===== config.mk =====
export PLATFORM = sky130hd
export DESIGN_NAME = m6809_uart_tx
export DESIGN_NICKNAME = d
export VERILOG_FILES = /design/src/rtl/m6809_uart_tx.sv
export SDC_FILE = /design/constraint.sdc
export NUM_CORES = 1
export LEC_CHECK = 0
export BUFFER_PORTS_ARGS = -buffer_cell sky130_fd_sc_hd__buf_2
export CAP_MARGIN = 20
export CORE_ASPECT_RATIO = 1.1
export CORE_MARGIN = 1
export CORE_UTILIZATION = 55
export CTS_BUF_LIST = sky130_fd_sc_hd__clkbuf_16
export CTS_CLUSTER_SIZE = 28
export DETAILED_ROUTE_END_ITERATION = 16
export GPL_TIMING_DRIVEN = 1
export PLACE_DENSITY = 0.72
export SETUP_SLACK_MARGIN = 0.15
export SLEW_MARGIN = 20
export SYNTH_ARGS = -nofsm -noshare
export SYNTH_HDL_FRONTEND = slang
export SYNTH_SLANG_ARGS = --single-unit
export TNS_END_PERCENT = 100

===== constraint.sdc =====
create_clock -name clk -period 3.32 [get_ports clk]
set_clock_uncertainty 0.15 [all_clocks]
set_input_delay 0.166 -clock clk [delete_from_list [all_inputs] [get_ports clk]]
set_output_delay 0.166 -clock clk [all_outputs]
set_load 0.02 [all_outputs]

===== src/rtl/m6809_uart_tx.sv =====
// Memory-mapped 8N1 serial transmitter on the m6809 bus, fed through a small TX FIFO.
// Latency: a DATA write into an empty FIFO with the line idle starts the start bit one cycle later; a frame is 10*CLKS_PER_BIT cycles.
// Backpressure: none toward the core; a write into a full FIFO (with no pop that cycle) is dropped and sets overrun.
module m6809_uart_tx #(
    parameter int CLKS_PER_BIT = 16,
    parameter int FIFO_DEPTH   = 4
) (
    input  logic       clk,
    input  logic       reset,
    input  logic       sel,
    input  logic [1:0] a,
    input  logic       wr_n,
    input  logic [7:0] din,
    output logic [7:0] dout,
    output logic       txd,
    output logic       irq
);

    localparam int CW = (CLKS_PER_BIT > 1) ? $clog2(CLKS_PER_BIT) : 1;
    localparam int PW = (FIFO_DEPTH > 1) ? $clog2(FIFO_DEPTH) : 1;
    localparam int NW = $clog2(FIFO_DEPTH + 1);
    localparam logic [CW-1:0] CNT_LAST = CW'(CLKS_PER_BIT - 1);
    localparam logic [NW-1:0] CNT_FULL = NW'(FIFO_DEPTH);

    typedef enum logic [1:0] {
        ST_IDLE,
        ST_START,
        ST_DATA,
        ST_STOP
    } state_t;

    logic [7:0]    fifo_mem [FIFO_DEPTH];
    logic [PW-1:0] wr_ptr;
    logic [PW-1:0] rd_ptr;
    logic [NW-1:0] count;
    logic          tx_en;
    logic          irq_en;
    logic          overrun;

    state_t        state;
    state_t        state_d;
    logic [CW-1:0] bit_cnt;
    logic [CW-1:0] bit_cnt_d;
    logic [2:0]    bit_idx;
    logic [2:0]    bit_idx_d;
    logic [7:0]    shift;
    logic [7:0]    shift_d;
    logic          txd_d;

    logic wr_data;
    logic wr_status;
    logic wr_ctrl;
    logic full;
    logic empty;
    logic busy;
    logic pop;
    logic push_ok;

    assign wr_data   = sel & ~wr_n & (a == 2'd0);
    assign wr_status = sel & ~wr_n & (a == 2'd1);
    assign wr_ctrl   = sel & ~wr_n & (a == 2'd2);
    assign full      = (count == CNT_FULL);
    assign empty     = (count == '0);
    assign busy      = (state != ST_IDLE);
    assign pop       = (state == ST_IDLE) & tx_en & ~empty;
    // A pop in the same cycle frees the slot, so a push into a full FIFO still lands.
    assign push_ok   = wr_data & (~full | pop);

    // FIFO storage: written on an accepted push, no reset needed.
    always_ff @(posedge clk) begin
        if (push_ok) begin
            fifo_mem[wr_ptr] <= din;
        end
    end

    // FIFO pointers, occupancy and the sticky overrun flag.
    always_ff @(posedge clk) begin
        if (reset) begin
            wr_ptr  <= '0;
            rd_ptr  <= '0;
            count   <= '0;
            overrun <= 1'b0;
        end else begin
            if (push_ok) begin
                wr_ptr <= wr_ptr + PW'(1);
            end
            if (pop) begin
                rd_ptr <= rd_ptr + PW'(1);
            end
            case ({push_ok, pop})
                2'b10:   count <= count + NW'(1);
                2'b01:   count <= count - NW'(1);
                default: count <= count;
            endcase
            if (wr_data & full & ~pop) begin
                overrun <= 1'b1;
            end else if (wr_status & din[3]) begin
                overrun <= 1'b0;
            end
        end
    end

    // Control register; tx_en comes out of reset enabled.
    always_ff @(posedge clk) begin
        if (reset) begin
            tx_en  <= 1'b1;
            irq_en <= 1'b0;
        end else if (wr_ctrl) begin
            tx_en  <= din[0];
            irq_en <= din[1];
        end
    end

    // Serialiser next state: start bit, eight data bits LSB first, stop bit.
    always_comb begin
        state_d   = state;
        bit_cnt_d = bit_cnt;
        bit_idx_d = bit_idx;
        shift_d   = shift;
        case (state)
            ST_IDLE: begin
                if (pop) begin
                    state_d   = ST_START;
                    bit_cnt_d = '0;
                    shift_d   = fifo_mem[rd_ptr];
                end
            end
            ST_START: begin
                if (bit_cnt == CNT_LAST) begin
                    state_d   = ST_DATA;
                    bit_cnt_d = '0;
                    bit_idx_d = 3'd0;
                end else begin
                    bit_cnt_d = bit_cnt + CW'(1);
                end
            end
            ST_DATA: begin
                if (bit_cnt == CNT_LAST) begin
                    bit_cnt_d = '0;
                    shift_d   = {1'b0, shift[7:1]};
                    if (bit_idx == 3'd7) begin
                        state_d = ST_STOP;
                    end else begin
                        bit_idx_d = bit_idx + 3'd1;
                    end
                end else begin
                    bit_cnt_d = bit_cnt + CW'(1);
                end
            end
            ST_STOP: begin
                if (bit_cnt == CNT_LAST) begin
                    state_d   = ST_IDLE;
                    bit_cnt_d = '0;
                end else begin
                    bit_cnt_d = bit_cnt + CW'(1);
                end
            end
            default: begin
                state_d = ST_IDLE;
            end
        endcase
        // txd is registered from the next state so the pin never glitches.
        case (state_d)
            ST_START: txd_d = 1'b0;
            ST_DATA:  txd_d = shift_d[0];
            default:  txd_d = 1'b1;
        endcase
    end

    // Serialiser state register; reset abandons any frame and idles the line.
    always_ff @(posedge clk) begin
        if (reset) begin
            state   <= ST_IDLE;
            bit_cnt <= '0;
            bit_idx <= 3'd0;
            shift   <= 8'h00;
            txd     <= 1'b1;
        end else begin
            state   <= state_d;
            bit_cnt <= bit_cnt_d;
            bit_idx <= bit_idx_d;
            shift   <= shift_d;
            txd     <= txd_d;
        end
    end

    // Completion interrupt, one cycle behind the idle-and-drained condition.
    always_ff @(posedge clk) begin
        if (reset) begin
            irq <= 1'b0;
        end else begin
            irq <= irq_en & empty & ~busy;
        end
    end

    // Register read mux; deselected reads return zero for the core's din mux.
    always_comb begin
        dout = 8'h00;
        if (sel) begin
            case (a)
                2'd1:    dout = {4'b0000, overrun, empty, full, busy};
                2'd2:    dout = {6'b000000, irq_en, tx_en};
                default: dout = 8'h00;
            endcase
        end
    end

endmodule


# Word-level counts from Yosys, hierarchy flattened

Memories as Yosys holds them, arrays and structs flattened. A register that Yosys moved wholly into a read port is not among the register bits.
Cells that the tools add are included.

Register bits after elaboration: 29
RAM bits: 32
Input bits: 14
Memories: 1

Add/sub/neg operators: 6
Eq/ne operators: 16
Mux-type cells: 26
Bitwise operators: 18
Reductions and logical operators: 11

Memory list:

| name     | words | bits a word | rd ports | clocked after memory_dff | wr ports | line | source |
|---|---|---|---|---|---|---|---|
| fifo_mem | 4     | 8           | 1        | 1                        | 1        | 32   | `logic [7:0] fifo_mem [FIFO_DEPTH];` |

Operators by type and width:

| cell                  | number |
|---|---|
| $mux W8               | 2 |
| $pmux W4 S2           | 2 |
| $pmux W8 S2           | 1 |
| $mux W2               | 7 |
| $and A1 B1 Y1         | 12 |
| $mux W4               | 3 |
| $pmux W3 S2           | 2 |
| $eq A2 B2 Y1 const B  | 5 |
| $reduce_bool A2 Y1    | 5 |
| $mux W3               | 3 |
| $eq A2 B1 Y1 const B  | 4 |
| $ne A2 B2 Y1 const B  | 4 |
| $pmux W2 S4           | 1 |
| $add A3 B1 Y3 const B | 2 |
| $eq A3 B3 Y1 const B  | 2 |
| $not A1 Y1            | 5 |
| $add A2 B1 Y2 const B | 2 |
| $add A4 B1 Y4 const B | 1 |
| $eq A4 B4 Y1 const B  | 1 |
| $logic_not A2 Y1      | 2 |
| $mux W1               | 4 |
| $reduce_and A4 Y1     | 1 |
| $logic_not A3 Y1      | 1 |
| $reduce_and A3 Y1     | 1 |
| other kinds (4)       | 4 |

# Longest topological paths before layout

Gate-level depths: netlist (run 1).

Depth in word-level cells: 7
Depth in mapped cells: 9

# Least setup slack after synthesis (run 1)

Ideal clock, no wire load.

Kind: register to register
Start point: register state[1]
End point: register count[2]
Setup time: 0.123 ns
Data arrival time: 2.216 ns
Required time: 3.047 ns
Setup slack: 0.830 ns
Stages on the path, launching flop included: 10
Clock period less this slack: 2.490 ns
Cells stage by stage: dfxtp_1 -> or3b_4 -> nor2b_1 -> buf_2 -> buf_2 -> nand2_1 -> fa_1 -> nor3b_2 -> a31oi_1 -> mux2_1

Longest elaborated chain between the ends: 7

Ends and longest elaborated chain:

| item                                              | line | source |
|---|---|---|
| from (decl)                                       | 40   | `state_t state;` |
| from (signal assigned)                            | 179  | `state <= state_d;` |
| $logic_not A2 Y1 (*)                              | 65   | `assign pop = (state == ST_IDLE) & tx_en & ~empty;` |
| $and A1 B1 Y1 (*) (2 in series)                   | 65   |  |
| $or A1 B1 Y1                                      | 67   | `assign push_ok = wr_data & (~full \| pop);` |
| $and A1 B1 Y1                                     | 67   |  |
| $eq A2 B1 Y1 or $eq A2 B2 Y1 (tied branches)      | 90   | `case ({push_ok, pop})` |
| $pmux W3 S2 or $reduce_bool A2 Y1 (tied branches) | --   |  |
| to (signal assigned)                              | 91   | `2'b10: count <= count + NW'(1);` |
| to (signal assigned)                              | 92   | `2'b01: count <= count - NW'(1);` |
| to (signal assigned)                              | 93   | `default: count <= count;` |
| to (decl)                                         | 35   | `logic [NW-1:0] count;` |

Every way passes the cells marked *; elsewhere a longest branch is shown, timed or not.
A chain may end at the register's enable or synchronous reset.

# Worst setup path in the final report (run 1)

Same ends and word-level chain as after synthesis.

==> results of run 1 <==
[path summary, 6_finish.rpt]
| kind | depth (start not counted) | slack (ps) | to | startpoint |
|---|---|---|---|---|
| max | 7 | 1050 | count[2]$_SDFFE_PP0P_ | state[1]$_SDFF_PP0_ |
| min | 4 | 70 | overrun$_SDFFE_PP0P_ | wr_n |
| max reg2reg | 7 | 1050 | count[2]$_SDFFE_PP0P_ | state[1]$_SDFF_PP0_ |
| min reg2reg | 2 | 310 | shift[6]$_SDFFE_PP0P_ | shift[6]$_SDFFE_PP0P_ |
[cells by family after synthesis]
group | count (synthesis) | share of synthesized area, %
and+or+nand+nor | 76 | 13.9
AOI/OAI and AO/OA | 35 | 8.86
buffers and inverters | 20 | 3.36
xor gates and xnor gates | 6 | 1.91
other | 1 | 0.136
adders and majority gates | 11 | 5.27
muxes | 15 | 9.13
DFF | 63 | 57.4
[through the flow]
step / std cells / hold WS, ps
2_1_floorplan: 230 / 97.3
3_3_place_gp: 293 / 232
3_5_place_dp: 293 / 238
4_1_cts: 317 / 54.7
5_1_grt: 317 / 100
6_report: 317 / 68.6
[cell type report]
class | instances | area (µm²)
inverters | 7 | 26.3
multi-input cells | 147 | 1090
well taps | 56 | 70.1
clock buffers | 9 | 225
clock inverters | 7 | 96.3
fillers | 352 | 1440
repair buffers | 28 | 183
flip-flops and latches | 63 | 1580
[registers in the layout (all words and copies together), names as in the netlist, named ones only]
signal,count
bit_cnt,4
bit_idx,3
count,3
fifo_mem,32
irq,1
irq_en,1
overrun,1
rd_ptr,2
shift,8
state,2
tx_en,1
txd,1
wr_ptr,2
[worst max-delay path, stage by stage, from the launching register on]
cell	delay, ps
dfxtp_1	360
or3b_4	440
nor2b_1	160
nand2_1	90
fa_1	400
nor3b_2	190
a31oi_1	60
mux2_1	310
[power by group]
part / internal (mW) / total [mW] / switching, mW / leakage [nW]
sequential: 0.907 / 0.995 / 0.0885 / 0.541
clock: 0.657 / 0.993 / 0.336 / 0.150
combinational: 0.255 / 0.556 / 0.301 / 0.561
[layer usage]
layer  share of wire, %  vias up  global-route usage (%)  wire, µm
met5                  0        -                       0         0
li1                   -      865                       -         -
met2                 49       26                    32.7      2370
met4                1.4        0                    9.80        68
met1                 47      863                    25.3      2250
met3                2.8        6                    6.35       137
[cell usage in the layout, fill, tap and decap left out, types with 3 or more instances in the layout]
cell type | synthesis | layout
mux2i_1 | 6 | 6
dlygate4sd3_1 | 0 | 8
dfxtp_1 | 31 | 31
nor2b_1 | 3 | 3
a21oi_1 | 14 | 14
inv_1 | 7 | 7
and2_1 | 6 | 6
mux4_2 | 8 | 8
nor2_1 | 28 | 28
xnor2_1 | 5 | 5
nand2_1 | 16 | 16
a22oi_1 | 9 | 9
conb_1 | 1 | 4
a31oi_1 | 3 | 3
ha_1 | 10 | 10
nand3_1 | 5 | 5
edfxtp_1 | 32 | 32
clkbuf_16 | 0 | 9
buf_2 | 2 | 19
==> out/qor.yml, run 1 <==
synth:
  yosys_warnings: 0
  yosysSeqAreaShare_pct: 57.4
  ys_top_cells_by_area: "edfxtp_1 35%, dfxtp_1 23%, mux4_2 6.5%"
  syn_area_per_cell_um2: 12.1
  netlist.area_leader.share_pct: 34.9
  synth_cell_types: 45
  synth_edf_count: 32
  synth_flop_cell: "edfxtp_1"
  synth_common_cells: "32 x edfxtp_1, 31 x dfxtp_1, 28 x nor2_1"
  async_flop_share_pct: 0
  synthMostInstantiatedCell: "edfxtp_1"
  syn_area_um2: 2760
  synth_seq_cells: 63
  syn_inst: 227
  yosysTopAreaCell: "edfxtp_1"
power:
  power-per-cell-area_nw_per_um2: 777
  vdd_drop_max_mv: 0.639
  power_mw: 2.54
  p_leak_nw: 1.25
sta:
  report.final.slew_viol_count: 0
  fmax_mhz: 441
  hold_violations: 0
  tightest_slew_ps: 567
  relSlewSlack_pct: 62.2
  setup_viol: 0
  period_needed_ps: 2270
  rsz0062_at_grt: "false"
  finalSetupTns_ps: 0
  fin_ws_ps: 1050
  period_share_pct: 68.3
clocking:
  cts_max_level: 3
  cts_made_buffers: 9
  post_cts_buffers: 0
  cts_num_sinks: 63
  cts.clk_slew.worst_paths_ps: 50
  clk_path_buf_depth: 2
  ctsRootBufferMaster: "clkbuf_16"
  cts_resized: 0
  cts_tree: "done"
  cts_hold_buf: 8
  clock_latency_ps: 320
worst_setup_path:
  worstPathMaxFanout: 8
  cp.arrival_ps: 2330
  crit_required_ps: 3380
  endpoint_kind: "flop"
  crit_path_start_kind: "flop"
  crit_type: "flop to flop"
global_route:
  grt_max_degree: 32
  grt.overflow.total: 0
  grt_pass1_vias: 1764
  grt_usage_pct: 20.5
  grt_pass1_wl_um: 8170
  antenna_found_initial: 0
floorplanning:
  die_y_um: 76.2
  coreArea_um2: 4720
  initial_core_util_pct: 58.4
  io_pins: 24
  die_area_um2: 5300
  die_w_um: 69.5
  num_rows: 26
layout:
  drive_gt1_share_pct: 19.5
  post-route-util_pct: 69.4
  syn_to_final_growth_pct: 18.8
  design_area_um2: 3270
  n_antenna_cell: 0
  fin_nets: 281
routing:
  routed-via-count: 1760
  routed_wl_um: 4820
  wl_per_cell_um: 15.2
  dr.first_iter.drc_count: 70
  viasPerCell: 5.55
  dr.pass1.iters: 4
  post-route-drc-count: 0
  ant_nets: 0
placed_design:
  port_buffers: 19
  gp_congestion: 0.726
  dp_hpwl_um: 3090
  dp_slack_ps: 1070
  place_area_um2: 2870
min_path:
  min-delay-path-class: "primary input to flop"
flow_run:
  drv_cap: 0
run_status:
  status: "completed"
Note: power is estimated with default switching activity, not from simulation.
==> run 2: changes to the inputs <==
Clock period 3.32 ns to 2.1 ns, I/O delays scaled along.
==> run 2 against run 1 <==
Compared with the run above:
- fmax rose by 11%
- design area rose by 6.5%
- worst hold slack worse by 25 ps
- first-iteration DRC count rose by 53%
- sequential share of layout area down 2.9 points
- non-clock buffer count increased by 20
- worst setup slack lost 1000 ps
- register-to-register slack lost 1000 ps
- total power is 63% higher
- flip-flop and latch count unchanged
- critical endpoint unchanged
- largest power group is now the clock network
==> out/qor.yml, run 2 (same netlist as run 1, synthesis figures left out) <==
run_status:
  status: "completed"
global_route:
  grt_pass1_vias: 1839  # +4.3%
  grt.overflow.total: 0  # unchanged
  antenna_found_initial: 0  # unchanged
  grt_max_degree: 32  # unchanged
  grt_pass1_wl_um: 8470  # +3.6%
  grt_usage_pct: 20.8  # +0.26 points
floorplanning:
  die_y_um: 76.2  # unchanged
  initial_core_util_pct: 58.4  # unchanged
  num_rows: 26  # unchanged
  coreArea_um2: 4720  # unchanged
  die_area_um2: 5300  # unchanged
  die_w_um: 69.5  # unchanged
  io_pins: 24  # unchanged
power:
  p_leak_nw: 1.38  # +10%
  power-per-cell-area_nw_per_um2: 1190  # +53%
  vdd_drop_max_mv: 0.709  # +11%
worst_setup_path:
  r2r_start: "state[0]$_SDFF_PP0_"
  crit_path_start_kind: "flop"
  slowest_delay_ps: 400  # -40 ps
  crit_start: "state[0]$_SDFF_PP0_"
  crit_type: "flop to flop"
  worstReg2RegEnd: "count[2]$_SDFFE_PP0P_"
  critPathSlowestCell: "or3b_4"
  r2r_cells: 7  # unchanged
  endpoint_kind: "flop"
  cp.arrival_ps: 2110  # -220 ps
  path_cells: "or3b_4 > nor2b_4 > nand2_4 > fa_2 > nor3b_2 > a31oi_1 > mux2_1"
  worstPathMaxFanout: 2  # -6
  r2r_slack_ps: 50  # -1000 ps
  crit_required_ps: 2160  # -1220 ps
  crit_end: "count[2]$_SDFFE_PP0P_"
sta:
  relSlewSlack_pct: 61.9  # -0.31 points
  fmax_mhz: 488  # +11%
  hold_violations: 0  # unchanged
  period_needed_ps: 2050  # -217 ps
  period_share_pct: 97.6  # +29 points
  rsz0062_at_grt: "true"
  setup_viol: 0  # unchanged
  tightest_slew_ps: 572  # +4.69 ps
  whs_ps: 43.7  # -24.9 ps
  report.final.slew_viol_count: 0  # unchanged
routing:
  dr.first_iter.drc_count: 107  # +53%
  routed_wl_um: 5120  # +6.1%
  post-route-drc-count: 0  # unchanged
  routed-via-count: 1871  # +6.3%
  ant_nets: 0  # unchanged
  wl_per_cell_um: 15.2  # about the same
  dr.pass1.iters: 5  # +1
  viasPerCell: 5.57  # +0.30%
layout:
  largest-register: "fifo_mem"
  design_area_um2: 3490  # +6.5%
  syn_to_final_growth_pct: 26.5
  n_antenna_cell: 0  # unchanged
  regArea_um2: 1580  # +0.16%
  final_cells: 336  # +6.0%
  fin_nets: 301  # +7.1%
  drive_gt1_share_pct: 28.2  # +8.7 points
  layout_commonest_cell: "edfxtp_1"
  multi_input_area_um2: 1120  # +2.5%
  fillerInstances: 298  # -15%
  reg.largest.list: "fifo_mem (32), shift (8), bit_cnt (4)"
  layout_common_cells: "32 x edfxtp_1, 29 x dfxtp_1, 28 x nor2_1, 19 x buf_2, 15 x nand2_1"
  largest_reg_flops: 32  # unchanged
placed_design:
  gp_congestion: 0.750  # +3.4%
  dp_hpwl_um: 3290  # +6.4%
  place_area_um2: 3020  # +5.3%
  port_buffers: 19  # unchanged
  dp_cells: 310  # +5.8%
clocking:
  cts_num_sinks: 63  # unchanged
  cts_max_level: 3  # unchanged
  cts_tree: "done"
  ctsRootBufferMaster: "clkbuf_16"
  cts.clk_slew.worst_paths_ps: 50  # about the same
  clk_path_buf_depth: 2  # unchanged
  cts_made_buffers: 9  # unchanged
  clock_latency_ps: 320  # about the same
min_path:
  min-delay-path-class: "primary input to flop"
flow_run:
  drv_cap: 0  # unchanged
[run 2: cell count changes in the layout (fill, tap and decap cells not counted), sizes merged]
cell | before | now
dlygate4sd3 | 8 | 9
clkinv | 2 | 3
clkinvlp | 2 | 1
buf | 20 | 39
inv | 8 | 7
[run 2: worst min path at each step]
stage | start | end | slack [ps] | cells after the start
6_report | sel | overrun$_SDFFE_PP0P_ | 40 | 4
5_1_grt | sel | overrun$_SDFFE_PP0P_ | 100 | 4
4_1_cts | sel | overrun$_SDFFE_PP0P_ | 30 | 4
3_5_place_dp | din[2] | fifo_mem[2][2]$_DFFE_PP_ | 170 | 1
3_3_place_gp | din[4] | fifo_mem[3][4]$_DFFE_PP_ | 170 | 1
2_1_floorplan | reset | state[0]$_SDFF_PP0_ | 30 | 1
[run 2: critical path: cells and delay by family, from the launching register on]
family | cells | cell delay [ps]
flip-flops | 1 | 310
adder cells (fa/ha/maj) | 1 | 350
AO/OA/AOI/OAI | 1 | 60
multiplexers | 1 | 320
AND/OR/NAND/NOR | 4 | 750
[run 2: final cells by class]
type,instances,share of cell area (%)
tap,56,2.01
inverter,7,0.754
timing repair buffer,48,10.7
multi-input combinational,147,32.1
clock inverter,6,2.48
sequential,63,45.4
clock buffer,9,6.46
[run 2: stage by stage]
stage	setup TNS (ps)	utilization [%]	total power, mW	setup WS, ps
2_1_floorplan	-291	-	2.33	-220
3_3_place_gp	-28.7	64.1	2.54	-28.7
3_5_place_dp	-56.3	64.1	2.56	-56.3
4_1_cts	0	72.8	4.14	44.9
5_1_grt	-28.6	73.9	4.35	-28.6
6_report	0	73.9	4.15	49.4
[run 2: routing by layer]
layer	up-vias	routed length (µm)	track usage [%]
met5	-	0	0
met4	0	85	10.6
met3	11	222	5.82
met2	46	2570	33.4
met1	906	2240	25.5
li1	908	-	-
[run 2: power by group]
group | switching [mW] | total [mW] | internal, mW
Clock | 0.525 | 1.55 | 1.03
Sequential | 0.0901 | 1.53 | 1.44
Combinational | 0.567 | 1.07 | 0.502
[run 2: timing repair]
item / CTS / global route
buffers inserted: 0 / 2
pin swaps: 2 / 2
setup endpoints to repair: 10 / 37
endpoints found under the hold margin: 35 / 0
hold buffers: 9 / 0
gates resized for setup: 2 / 12
==> run 3: changes to the inputs <==
Settings changed: RECOVER_POWER set to 100.
==> run 3 against run 2 <==
Compared with the run above:
- non-clock buffer count stayed put
- critical path depth stayed put
- first-iteration DRC count is 20% lower
- register-to-register slack hardly changed
==> out/qor.yml, run 3 (same netlist as run 1, synthesis figures left out) <==
global_route:
  grt_pass1_wl_um: 8470  # unchanged
  grt.overflow.total: 0  # unchanged
  grt_usage_pct: 20.8  # unchanged
  antenna_found_initial: 0  # unchanged
  grt_pass1_vias: 1839  # unchanged
  grt_max_degree: 32  # unchanged
worst_setup_path:
  slowest_delay_ps: 400  # about the same
  path_cells: "or3b_4 > nor2b_4 > nand2_4 > fa_2 > nor3b_2 > a31oi_1 > mux2_1"
  cp.arrival_ps: 2100  # about the same
  crit_type: "flop to flop"
  r2r_cells: 7  # unchanged
  endpoint_kind: "flop"
  r2r_slack_ps: 50  # about the same
  cp_top_family: "simple AND/OR/NAND/NOR gates"
  r2r_start: "state[0]$_SDFF_PP0_"
  crit_path_start_kind: "flop"
  worstReg2RegEnd: "count[2]$_SDFFE_PP0P_"
  worstPathMaxFanout: 2  # unchanged
  critPathSlowestCell: "or3b_4"
  crit_buf_inv: 0  # unchanged
  crit_required_ps: 2160  # about the same
clocking:
  cts.clk_slew.worst_paths_ps: 50  # about the same
  clk_path_buf_depth: 2  # unchanged
  cts_num_sinks: 63  # unchanged
  cts_tree: "done"
  ctsRootBufferMaster: "clkbuf_16"
  clock_latency_ps: 320  # about the same
  cts_max_level: 3  # unchanged
  cts_made_buffers: 9  # unchanged
layout:
  fillerInstances: 309  # +3.7%
  reg.largest.list: "fifo_mem (32), shift (8), bit_cnt (4)"
  fin_nets: 301  # unchanged
  n_antenna_cell: 0  # unchanged
  drive_gt1_share_pct: 22.1  # -6.1 points
  largest-register: "fifo_mem"
  layout_commonest_cell: "edfxtp_1"
  design_area_um2: 3460  # -0.72%
  largest_reg_flops: 32  # unchanged
  syn_to_final_growth_pct: 25.6
  multi_input_area_um2: 1120  # unchanged
  layout_common_cells: "32 x edfxtp_1, 29 x dfxtp_1, 28 x nor2_1, 16 x clkbuf_1, 15 x nand2_1"
  regArea_um2: 1580  # unchanged
power:
  power-per-cell-area_nw_per_um2: 1190  # +0.13%
  power_mw: 4.12  # -0.58%
  vdd_drop_max_mv: 0.708  # about the same
  p_leak_nw: 1.32  # -4.0%
floorplanning:
  die_w_um: 69.5  # unchanged
  die_area_um2: 5300  # unchanged
  coreArea_um2: 4720  # unchanged
  num_rows: 26  # unchanged
  initial_core_util_pct: 58.4  # unchanged
  io_pins: 24  # unchanged
  die_y_um: 76.2  # unchanged
sta:
  fmax_mhz: 489  # +0.26%
  relSlewSlack_pct: 62.3  # +0.43 points
  setup_viol: 0  # unchanged
  rsz0062_at_grt: "true"
  period_share_pct: 97.4  # -0.25 points
  period_needed_ps: 2050  # -5.25 ps
  report.final.slew_viol_count: 0  # unchanged
  hold_violations: 0  # unchanged
  finalSetupTns_ps: 0  # unchanged
  fin_ws_ps: 54.6  # +5.25 ps
  tightest_slew_ps: 565  # -6.51 ps
routing:
  post-route-drc-count: 0  # unchanged
  routed_wl_um: 5070  # -0.94%
  ant_nets: 0  # unchanged
  viasPerCell: 5.57  # about the same
  dr.first_iter.drc_count: 86  # -20%
  wl_per_cell_um: 15.1  # -0.94%
  routed-via-count: 1872  # +0.053%
  dr.pass1.iters: 4  # -1
min_path:
  min-delay-start: "sel"
  min_path_cells: 4  # unchanged
  hold_end: "overrun$_SDFFE_PP0P_"
  min-delay-path-class: "primary input to flop"
run_status:
  status: "completed"
flow_run:
  drv_cap: 0  # unchanged
placed_design:
  dp_slack_ps: -56.3  # unchanged
  port_buffers: 19  # unchanged
  place_area_um2: 3020  # unchanged
  gp_congestion: 0.750  # unchanged
  dp_hpwl_um: 3290  # unchanged
==> run 3: worst max-delay path by stage <==
stage	from	to	cells after the start
4_1_cts	state[0]$_SDFF_PP0_	count[2]$_SDFFE_PP0P_	7
6_report	state[0]$_SDFF_PP0_	count[2]$_SDFFE_PP0P_	7
2_1_floorplan	state[0]$_SDFF_PP0_	count[2]$_SDFFE_PP0P_	9
5_1_grt	state[0]$_SDFF_PP0_	count[2]$_SDFFE_PP0P_	7
3_5_place_dp	state[0]$_SDFF_PP0_	count[2]$_SDFFE_PP0P_	7
3_3_place_gp	state[0]$_SDFF_PP0_	count[2]$_SDFFE_PP0P_	7
==> run 3: per-stage QoR <==
step | utilization [%] | instances | hold WS [ps]
6_report | 73.4 | 336 | 46.6
5_1_grt | 73.4 | 336 | 96.7
4_1_cts | 72.8 | 334 | 31.1
3_5_place_dp | 64.1 | 310 | 171
3_3_place_gp | 64.1 | 310 | 170
2_1_floorplan | - | 230 | 28.8
==> run 3: cell type report <==
class	count	share of cell area [%]
clock buffers	9	6.51
well taps	56	2.02
inverters	7	0.759
clock inverters	6	2.49
multi-input cells	147	32.4
flip-flops and latches	63	45.8
repair buffers	48	10.1
==> run 3: where the power goes <==
| group | switching, mW | internal [mW] | total, mW |
|---|---|---|---|
| Sequential | 0.0904 | 1.44 | 1.53 |
| Combinational | 0.568 | 0.483 | 1.05 |
| Clock | 0.519 | 1.03 | 1.55 |
==> run 3: metal layers <==
metal | vias up | GRT usage [%] | wire [µm]
li1 | 911 | - | -
met3 | 9 | 5.82 | 232
met4 | 0 | 10.6 | 64
met5 | - | 0 | 0
met1 | 904 | 25.5 | 2170
met2 | 48 | 33.4 | 2600
==> run 3: worst register-to-register path: stages (launching register included) <==
cell and delay, ps:
dfxtp_2 310, or3b_4 400, nor2b_4 140, nand2_4 50
fa_2 340, nor3b_2 150, a31oi_1 60, mux2_1 320
==> run 3: timing repair <==
action                                 4_1_cts  5_1_grt
setup endpoints to repair                   10       37
setup buffers                                0        2
hold buffers                                 9        0
endpoints found under the hold margin       35        0
gates resized for setup                      2       12
pin swaps                                    2        2
